`config.mk`:
```
export PLATFORM = sky130hd
export DESIGN_NAME = i2c_slave_responder_flat
export DESIGN_NICKNAME = d
export VERILOG_FILES = /design/src/rtl/i2c_slave_responder_if.sv /design/src/rtl/i2c_slave_responder.sv /design/src/flat_wrapper.sv
export SDC_FILE = /design/constraint.sdc
export NUM_CORES = 1
export LEC_CHECK = 0
export CELL_PAD_IN_SITES_DETAIL_PLACEMENT = 0
export CELL_PAD_IN_SITES_GLOBAL_PLACEMENT = 1
export CORE_AREA = 2 2 77 79
export DETAILED_ROUTE_END_ITERATION = 6
export DIE_AREA = 0 0 79 81
export HOLD_SLACK_MARGIN = 0.15
export PLACE_DENSITY = 0.83
export SLEW_MARGIN = 20
export SYNTH_ARGS = -nofsm -noshare
export SYNTH_HDL_FRONTEND = slang
export SYNTH_SLANG_ARGS = --single-unit
```
`constraint.sdc`:
```
create_clock -name clk -period 1.7 [get_ports clk]
set_clock_uncertainty 0.1 [all_clocks]
set_input_delay 0.255 -clock clk [delete_from_list [all_inputs] [get_ports clk]]
set_output_delay 0.255 -clock clk [all_outputs]
set_load 0.005 [all_outputs]
```
`src/rtl/i2c_slave_responder_if.sv`:
```
// Bus-side signal bundle of the I2C target: the open-drain pins plus the
// byte-level handshake towards the local logic.
interface i2c_slave_responder_if #(
    parameter int DATAWIDTH = 8
);
    logic                 scl;
    logic                 slavesda;
    logic                 sda_oe;
    logic                 ack;
    logic [DATAWIDTH-1:0] rx_data;
    logic                 rx_valid;
    logic [DATAWIDTH-1:0] tx_data;
    logic                 tx_req;
    logic                 busy;

    modport slave (
        input  scl, slavesda, tx_data,
        output sda_oe, ack, rx_data, rx_valid, tx_req, busy
    );

    modport master (
        output scl, slavesda, tx_data,
        input  sda_oe, ack, rx_data, rx_valid, tx_req, busy
    );
endinterface

```
`src/rtl/i2c_slave_responder.sv`:
```
// Single-address I2C target: oversamples SCL/SDA, detects START/STOP,
// ACKs its address, delivers write bytes and serializes read bytes.
module i2c_slave_responder #(
    parameter int                   ADDRWIDTH  = 7,
    parameter int                   DATAWIDTH  = 8,
    parameter logic [ADDRWIDTH-1:0] SLAVE_ADDR = 7'h50
) (
    input logic clk,
    input logic rst,
    i2c_slave_responder_if.slave bus
);
    localparam logic [2:0] S_IDLE      = 3'd0;
    localparam logic [2:0] S_ADDR      = 3'd1;
    localparam logic [2:0] S_ADDR_ACK  = 3'd2;
    localparam logic [2:0] S_WR_DATA   = 3'd3;
    localparam logic [2:0] S_WR_ACK    = 3'd4;
    localparam logic [2:0] S_RD_DATA   = 3'd5;
    localparam logic [2:0] S_RD_ACK    = 3'd6;
    localparam logic [2:0] S_WAIT_STOP = 3'd7;

    localparam logic [3:0] LAST_BIT  = 4'(DATAWIDTH - 1);
    localparam logic [3:0] BYTE_DONE = 4'(DATAWIDTH);

    logic r_scl_p0, r_scl_p1, r_scl_p2;
    logic r_sda_p0, r_sda_p1, r_sda_p2;
    logic r_scl_rise, r_scl_fall, r_start, r_stop;

    logic [2:0]           r_state;
    logic [3:0]           r_cnt;
    logic [DATAWIDTH-1:0] r_shift;
    logic                 r_rw;
    logic                 r_mst_ack;
    logic                 r_sda_oe, r_ack, r_rx_valid, r_tx_req, r_busy;
    logic [DATAWIDTH-1:0] r_rx_data;
    logic [DATAWIDTH-1:0] w_shift_in;

    assign w_shift_in = {r_shift[DATAWIDTH-2:0], r_sda_p1};

    // Stage p0/p1 synchronize, p2 holds the previous level; events are registered
    always_ff @(posedge clk or negedge rst) begin
        if (!rst) begin
            r_scl_p0   <= 1'b1;
            r_scl_p1   <= 1'b1;
            r_scl_p2   <= 1'b1;
            r_sda_p0   <= 1'b1;
            r_sda_p1   <= 1'b1;
            r_sda_p2   <= 1'b1;
            r_scl_rise <= 1'b0;
            r_scl_fall <= 1'b0;
            r_start    <= 1'b0;
            r_stop     <= 1'b0;
        end else begin
            r_scl_p0   <= bus.scl;
            r_scl_p1   <= r_scl_p0;
            r_scl_p2   <= r_scl_p1;
            r_sda_p0   <= bus.slavesda;
            r_sda_p1   <= r_sda_p0;
            r_sda_p2   <= r_sda_p1;
            r_scl_rise <= r_scl_p1 & ~r_scl_p2;
            r_scl_fall <= ~r_scl_p1 & r_scl_p2;
            r_start    <= r_scl_p1 & r_scl_p2 & ~r_sda_p1 & r_sda_p2;
            r_stop     <= r_scl_p1 & r_scl_p2 & r_sda_p1 & ~r_sda_p2;
        end
    end

    // Protocol FSM; START/STOP override any SCL edge seen in the same cycle
    always_ff @(posedge clk or negedge rst) begin
        if (!rst) begin
            r_state    <= S_IDLE;
            r_cnt      <= 4'd0;
            r_shift    <= '0;
            r_rw       <= 1'b0;
            r_mst_ack  <= 1'b0;
            r_sda_oe   <= 1'b0;
            r_ack      <= 1'b0;
            r_rx_data  <= '0;
            r_rx_valid <= 1'b0;
            r_tx_req   <= 1'b0;
            r_busy     <= 1'b0;
        end else begin
            r_ack      <= 1'b0;
            r_rx_valid <= 1'b0;
            r_tx_req   <= 1'b0;
            if (r_start) begin
                r_state  <= S_ADDR;
                r_cnt    <= 4'd0;
                r_sda_oe <= 1'b0;
                r_busy   <= 1'b0;
            end else if (r_stop) begin
                r_state  <= S_IDLE;
                r_cnt    <= 4'd0;
                r_sda_oe <= 1'b0;
                r_busy   <= 1'b0;
            end else begin
                case (r_state)
                    S_ADDR: begin
                        if (r_scl_rise && r_cnt != BYTE_DONE) begin
                            r_shift <= w_shift_in;
                            r_cnt   <= r_cnt + 4'd1;
                        end else if (r_scl_fall && r_cnt == BYTE_DONE) begin
                            if (r_shift[DATAWIDTH-1:1] == SLAVE_ADDR) begin
                                r_state  <= S_ADDR_ACK;
                                r_sda_oe <= 1'b1;
                                r_ack    <= 1'b1;
                                r_busy   <= 1'b1;
                                r_rw     <= r_shift[0];
                            end else begin
                                r_state  <= S_WAIT_STOP;
                                r_sda_oe <= 1'b0;
                            end
                        end
                    end
                    S_ADDR_ACK: begin
                        if (r_scl_fall) begin
                            r_cnt <= 4'd0;
                            if (r_rw) begin
                                r_shift  <= bus.tx_data;
                                r_tx_req <= 1'b1;
                                r_sda_oe <= ~bus.tx_data[DATAWIDTH-1];
                                r_state  <= S_RD_DATA;
                            end else begin
                                r_sda_oe <= 1'b0;
                                r_state  <= S_WR_DATA;
                            end
                        end
                    end
                    S_WR_DATA: begin
                        if (r_scl_rise && r_cnt != BYTE_DONE) begin
                            r_shift <= w_shift_in;
                            r_cnt   <= r_cnt + 4'd1;
                            if (r_cnt == LAST_BIT) begin
                                r_rx_data  <= w_shift_in;
                                r_rx_valid <= 1'b1;
                            end
                        end else if (r_scl_fall && r_cnt == BYTE_DONE) begin
                            r_state  <= S_WR_ACK;
                            r_sda_oe <= 1'b1;
                            r_ack    <= 1'b1;
                        end
                    end
                    S_WR_ACK: begin
                        if (r_scl_fall) begin
                            r_sda_oe <= 1'b0;
                            r_cnt    <= 4'd0;
                            r_state  <= S_WR_DATA;
                        end
                    end
                    S_RD_DATA: begin
                        if (r_scl_fall) begin
                            if (r_cnt == LAST_BIT) begin
                                r_sda_oe  <= 1'b0;
                                r_cnt     <= 4'd0;
                                r_mst_ack <= 1'b0;
                                r_state   <= S_RD_ACK;
                            end else begin
                                r_shift  <= {r_shift[DATAWIDTH-2:0], 1'b0};
                                r_sda_oe <= ~r_shift[DATAWIDTH-2];
                                r_cnt    <= r_cnt + 4'd1;
                            end
                        end
                    end
                    S_RD_ACK: begin
                        if (r_scl_rise) begin
                            if (r_sda_p1) begin
                                r_state <= S_WAIT_STOP;
                                r_busy  <= 1'b0;
                            end else begin
                                r_mst_ack <= 1'b1;
                            end
                        end else if (r_scl_fall && r_mst_ack) begin
                            r_shift  <= bus.tx_data;
                            r_tx_req <= 1'b1;
                            r_sda_oe <= ~bus.tx_data[DATAWIDTH-1];
                            r_cnt    <= 4'd0;
                            r_state  <= S_RD_DATA;
                        end
                    end
                    default: r_sda_oe <= 1'b0;
                endcase
            end
        end
    end

    assign bus.sda_oe   = r_sda_oe;
    assign bus.ack      = r_ack;
    assign bus.rx_data  = r_rx_data;
    assign bus.rx_valid = r_rx_valid;
    assign bus.tx_req   = r_tx_req;
    assign bus.busy     = r_busy;

endmodule

```
`src/flat_wrapper.sv`:
```
// flat-port wrapper written by rule: the top's interface ports become plain ports
module i2c_slave_responder_flat 
#(
    parameter int                   ADDRWIDTH  = 7,
    parameter int                   DATAWIDTH  = 8,
    parameter logic [ADDRWIDTH-1:0] SLAVE_ADDR = 7'h50
)
  (clk, rst, bus_scl, bus_slavesda, bus_tx_data, bus_sda_oe, bus_ack, bus_rx_data, bus_rx_valid, bus_tx_req, bus_busy);
  i2c_slave_responder_if #(.DATAWIDTH(DATAWIDTH)) bus_i ();
  input logic clk;
  input logic rst;
  input wire logic [$bits(bus_i.scl)-1:0] bus_scl;
  input wire logic [$bits(bus_i.slavesda)-1:0] bus_slavesda;
  input wire logic [$bits(bus_i.tx_data)-1:0] bus_tx_data;
  output wire logic [$bits(bus_i.sda_oe)-1:0] bus_sda_oe;
  output wire logic [$bits(bus_i.ack)-1:0] bus_ack;
  output wire logic [$bits(bus_i.rx_data)-1:0] bus_rx_data;
  output wire logic [$bits(bus_i.rx_valid)-1:0] bus_rx_valid;
  output wire logic [$bits(bus_i.tx_req)-1:0] bus_tx_req;
  output wire logic [$bits(bus_i.busy)-1:0] bus_busy;
  assign bus_i.scl = bus_scl;
  assign bus_i.slavesda = bus_slavesda;
  assign bus_i.tx_data = bus_tx_data;
  assign bus_sda_oe = bus_i.sda_oe;
  assign bus_ack = bus_i.ack;
  assign bus_rx_data = bus_i.rx_data;
  assign bus_rx_valid = bus_i.rx_valid;
  assign bus_tx_req = bus_i.tx_req;
  assign bus_busy = bus_i.busy;
  i2c_slave_responder #(.ADDRWIDTH(ADDRWIDTH), .DATAWIDTH(DATAWIDTH), .SLAVE_ADDR(SLAVE_ADDR)) u_core (.clk(clk), .rst(rst), .bus(bus_i));
endmodule
```
* Yosys cells after proc, flatten, opt, wreduce, memory -nomap -nowiden
Index checks and enable logic that the tools add are counted.
** Word-level totals
- Output and inout bits :: 13
- Bits in registers :: 40
- Input bits :: 12
- Word-level logic and storage cells :: 173
** Operators by class
- Eq/ne operators :: 37
- Add/sub/neg operators :: 1
- Bitwise logic cells :: 16
- Mux-type cells :: 80
- Reductions and logical operators :: 18
** Operator list (number)
- 8-bit 2-to-1 mux :: 7
- 4-bit by 1-bit inequality test with 1-bit output, second input constant :: 12
- 3-bit 2-to-1 mux :: 15
- 1-bit 2-to-1 mux :: 42
- 4-bit 2-to-1 mux :: 8
- 8-bit one-hot mux with 4 select lines :: 1
- 3-bit one-hot mux with 6 select lines :: 1
- 6-bit AND reduction :: 3
- 4-bit one-hot mux with 4 select lines :: 1
- 2-bit by 1-bit inequality test with 1-bit output, second input constant :: 7
- 11-bit AND reduction :: 1
- 10-bit AND reduction :: 1
- 3-bit equality test, second input constant :: 3
- 1-bit NOT :: 9
- 9-bit AND reduction :: 1
- 4-bit by 2-bit inequality test with 1-bit output, second input constant :: 2
- 4-bit inequality test, second input constant :: 2
- 1-bit one-hot mux with 2 select lines :: 4
- 4-bit nonzero test :: 2
- 8-bit nonzero test :: 1
- 1-bit AND :: 7
- 7-bit equality test, second input constant :: 1
- 7-bit AND reduction :: 1
- 3-bit by 2-bit equality test with 1-bit output, second input constant :: 2
- 13 further kinds :: 18

* Longest topological paths before layout
Gate-level depths: netlist (run 1).
- Depth in word-level cells :: 7
- Gate-level depth with buffers :: 8
- Gate-level depth less buffers :: 7

* Worst setup path after synthesis (run 1)
Ideal clock, no wire load.
- Path kind :: reg-to-reg
- From :: register u_core.r_start
- To :: register u_core.r_rx_data[0], in the netlist u_core.bus.rx_data[0]
- Data required time :: 1.475 ns
- Clock period less this slack :: 1.821 ns
- Arrival :: 1.597 ns
- Stages on the path, launching flop included :: 7
- Setup time :: 0.125 ns
- Setup slack :: -0.121 ns
- Path buffers :: 2
- Cells stage by stage :: dfrtp_1 or2_2 buf_2 nor2_1 and4_1 buf_2 mux2_2
** Between the ends
- Word-level cells in the longest chain between the ends :: 2
** Ends and longest elaborated chain
- from (decl) :: line i2c_slave_responder.sv:26 : logic r_scl_rise, r_scl_fall, r_start, r_stop;
- from (signal assigned) :: line i2c_slave_responder.sv:61 : r_start <= r_scl_p1 & r_scl_p2 & ~r_sda_p1 & r_sda_p2;
- 1-bit NOT (no source line)
- 5-bit AND reduction (no source line)
- to (signal assigned) :: line i2c_slave_responder.sv:132 : r_rx_data <= w_shift_in;
- to (decl) :: line i2c_slave_responder.sv:34 : logic [DATAWIDTH-1:0] r_rx_data;
Every way passes these cells.
A chain may end at the register's enable or synchronous reset.

* Worst setup path in the final report (run 1)
- From :: register u_core.r_cnt[0]
- To :: register u_core.r_rx_data[3], in the netlist u_core.bus.rx_data[3]
** Between the ends
- Word-level cells in the longest chain between the ends :: 3
- Elaborated cells on any way between the ends :: 4
- Those cells by class :: eq/ne: 2; reduce/logical: 2
** Ends and longest elaborated chain
- from (decl) :: line i2c_slave_responder.sv:29 : logic [3:0] r_cnt;
- from (signal assigned) :: line i2c_slave_responder.sv:99 : r_cnt <= r_cnt + 4'd1;
- from (signal assigned) :: line i2c_slave_responder.sv:130 : r_cnt <= r_cnt + 4'd1;
- from (signal assigned) :: line i2c_slave_responder.sv:158 : r_cnt <= r_cnt + 4'd1;
- 4-bit inequality test :: line i2c_slave_responder.sv:128 : if (r_scl_rise && r_cnt != BYTE_DONE) begin
- 1-bit logical AND :: line i2c_slave_responder.sv:128
- 5-bit AND reduction (no source line) *
Every way passes the cells marked *; elsewhere a longest branch is shown, timed or not.

==> results of run 1 <==
==> cell type report <==
cell class | count | area share (%)
tap | 75 | 3.06
timing repair buffer | 78 | 22.3
clock inverter | 3 | 0.613
clock buffer | 5 | 2.25
sequential | 40 | 33.0
multi-input combinational | 147 | 37.7
inverter | 9 | 1.10
==> worst max-delay path by stage <==
stage                           start                    end  depth (start not counted)  slack [ns]
finish                u_core.r_cnt[0]  u_core.bus.rx_data[3]                          7       -0.12
detailed placement    u_core.r_cnt[1]            u_core.r_rw                          7       -0.20
CTS                   u_core.r_cnt[1]  u_core.bus.rx_data[7]                          7        -0.1
floorplan           u_core.r_shift[4]            u_core.r_rw                          5       -0.07
global placement    u_core.r_state[0]        u_core.r_cnt[3]                          6       -0.15
global route          u_core.r_cnt[0]        u_core.r_cnt[3]                          9       -0.21
==> registers in the layout (all words and copies together) (netlist names) <==
name,flops
u_core.r_stop,1
u_core.r_sda_p0,1
u_core.r_state,3
u_core.r_mst_ack,1
u_core.r_shift,8
u_core.r_scl_p1,1
u_core.r_start,1
u_core.bus.rx_valid,1
u_core.r_rw,1
u_core.r_scl_p0,1
u_core.bus.ack,1
u_core.r_cnt,4
u_core.r_scl_fall,1
u_core.bus.busy,1
u_core.r_scl_p2,1
u_core.bus.sda_oe,1
u_core.bus.rx_data,8
u_core.r_scl_rise,1
u_core.r_sda_p2,1
u_core.r_sda_p1,1
u_core.bus.tx_req,1
==> routing by layer <==
| layer | vias up | share of wire (%) |
|---|---|---|
| met5 | - | 0 |
| met4 | 0 | 1.1 |
| met3 | 6 | 4.4 |
| met2 | 45 | 48 |
| met1 | 926 | 47 |
| li1 | 906 | - |
==> Yosys cell counts (2+ instances only) <==
cell type  number
o21a_1          3
o31a_1          2
nor2b_1         5
nand2b_1        4
a211o_1         2
inv_1           9
nor4_1          2
o21ai_1         3
mux2i_1         8
mux2_2          9
a21oi_1        10
dfstp_2         6
nor2_1         14
buf_4           2
ha_1            2
and4_1          2
dfrtp_1        34
o211ai_1        7
nand3_1         4
and3_1          2
o21ai_0        14
a211oi_1        2
buf_2           9
nor3_1          6
nand2_1        16
or2_2           3
o22ai_1         3
nor3b_1         3
==> cell families after synthesis <==
logic type / after synthesis / synth area share (%)
buf+inv: 22 / 5.15
compound gates: 58 / 18.5
simple gates: 69 / 18.2
flops: 40 / 47.7
fa+ha+maj: 2 / 1.18
mux: 18 / 9.30
==> power by group through the flow <==
stage | Combinational [mW] | Clock [mW] | Sequential [mW]
final | 2.97 | 0.622 | 1.38
after global placement | 2.46 | 0 | 1.38
after global routing | 3.27 | 0.689 | 1.41
after CTS | 2.68 | 0.646 | 1.38
after floorplan | 1.51 | 0 | 1.34
after detailed placement | 2.48 | 0 | 1.38
==> timing repair <==
| action | in CTS | in global routing |
|---|---|---|
| pin swaps | 12 | 5 |
| hold endpoints to repair | 34 | 0 |
| hold buffers | 1 | 0 |
| cloned | 0 | 1 |
| setup endpoints to repair | 28 | 27 |
| gates resized for setup | 28 | 22 |
| buffers inserted | 2 | 1 |
==> impl_metrics.ini, run 1 <==
[run_status]
status = complete, but fails checks
violations = negative setup slack

[global_routing]
grt_antenna_before_repair = 0
grt_util_met2_pct = 27.3
grt_start_max_net_pins = 41
grt_first_pass_wirelength_um = 8650
grt_pass1_vias = 1748
use_met1_pct = 24.3
grt.met3_usage_pct = 3.89
track_usage_pct = 17.3
grt_busiest_layer = met2
grt_overflow = 0

[critical_path]
start_kind = flop
r2r-start = u_core.r_cnt[0]
r2r-end = u_core.bus.rx_data[3]
crit_chain = inv_2 > ha_4 > nand3b_1 > and2_4 > and4_4 > buf_12 > mux2_4
rr_worst_depth = 7
path_class = reg2reg
arrival_ns = 1.90
cp_top_family = simple AND/OR/NAND/NOR gates
r2r_setup_slack_ns = -0.12
cpMaxStageDelayCell = dfrtp_1
crit_fanout = 8
cpPeakStageDelay_ns = 0.40
cp-end-kind = flop
worstPathRequired_ns = 1.78
cp_num_buf_inv = 2

[die]
die_x_um = 79
dieArea_um2 = 6400
start_util_pct = 37.2
die_h_um = 81
rows = 28
design.core.area_um2 = 5680
ioPinCount = 25

[synthesis]
syn_nets = 223
seq_area_frac_synth_pct = 47.7
syn_area_um2 = 2110
synth_ff_type = dfrtp_1
synth_area_per_cell_um2 = 10.1
yosys-top-cells-area = dfrtp_1 (40%), dfstp_2 (7.5%), mux2_2 (4.8%), mux2i_1 (3.8%), o21ai_0 (3.3%)
netlist.area_leader.share_pct = 40.3
postSynthCellCount = 209
yosysTopAreaCell = dfrtp_1
async_flop_share_pct = 100
yosysUniqueCellTypes = 51
yosys_warnings = 0
ys_ff_latch = 40
synth_edf_count = 0

[clock_network]
cts.sinks = 40
clkTransAtPathRegs_ns = 0.08
cts_buffers = 5
cts_tree = done
insertion_delay_ns = 0.29
clockBufferDepth = 2
h-tree-depth = 2
cts-root-buf = clkbuf_8

[pwr]
internal-power_mw = 3.01
leakage_nw = 1.37
combPwrFrac_pct = 59.8
p_seq_share_pct = 27.7
worst_ir_drop_vdd_mv = 0.763
finalPower_mw = 4.98
clkPwrFrac_pct = 12.5
switching_power_mw = 1.97
swShare_pct = 39.5
p_per_area_nw_per_um2 = 1630

[placed_design]
place_inst = 344
hpwl_um = 3820
placed_area_um2 = 2760
gp_congestion = 0.920
dp_slack_ns = -0.198
port_buffers = 24

[min_path]
hold_end = u_core.r_sda_p0
hold_depth = 1
worstHoldPathType = in2reg
worstHoldStart = bus_slavesda

[route]
drt_iter0_markers = 156
drc = 0
routed_via_density = 5.27
drt-total-wl_um = 5380
drt-pass1-iter-count = 4
post_drt_wl_per_cell_um = 15.1
ant_nets = 0
vias = 1883

[layout]
antennaDiodeCount = 0
layout_common_cells = buf_4 (45), dfrtp_1 (32), clkdlybuf4s50_1 (23)
seqCellArea_um2 = 1010
multi_input_area_um2 = 1150
final_cell_count_no_fill = 357
syn_to_final_growth_pct = 44.9
final.fill_count = 537
fin_nets = 295
fin_area_um2 = 3060
final_common_cell = buf_4
final_core_util_pct = 53.9
drive_gt1_share_pct = 39.4

[sta]
rsz0062_at_grt = yes
fin_crit_sh_pct = 107
hold_viol_final = 0
max_freq_mhz = 549
fin_tns_setup_ns = -1.83
min_period_ns = 1.82
hold_ws_ns = 0.256
worst_slack_ns = -0.121
setup_viol = 26
tightestPinTransition_ns = 0.495
slew_viol_final = 0
timing.slew.headroom_pct = 67.0

[flow_run]
maxCapViolCount = 0
Note: power is estimated with default switching activity, not from simulation.
==> run 2, diff against run 1 <==
CAP_MARGIN = 10   (was unset)
==> results of run 2 <==
No change in the layout: final DEF, timing and power equal those of run 1.
==> run 3, diff against run 2 <==
CAP_MARGIN = 20   (was 10)
==> results of run 3 <==
No change in the layout: final DEF, timing and power equal those of run 1.
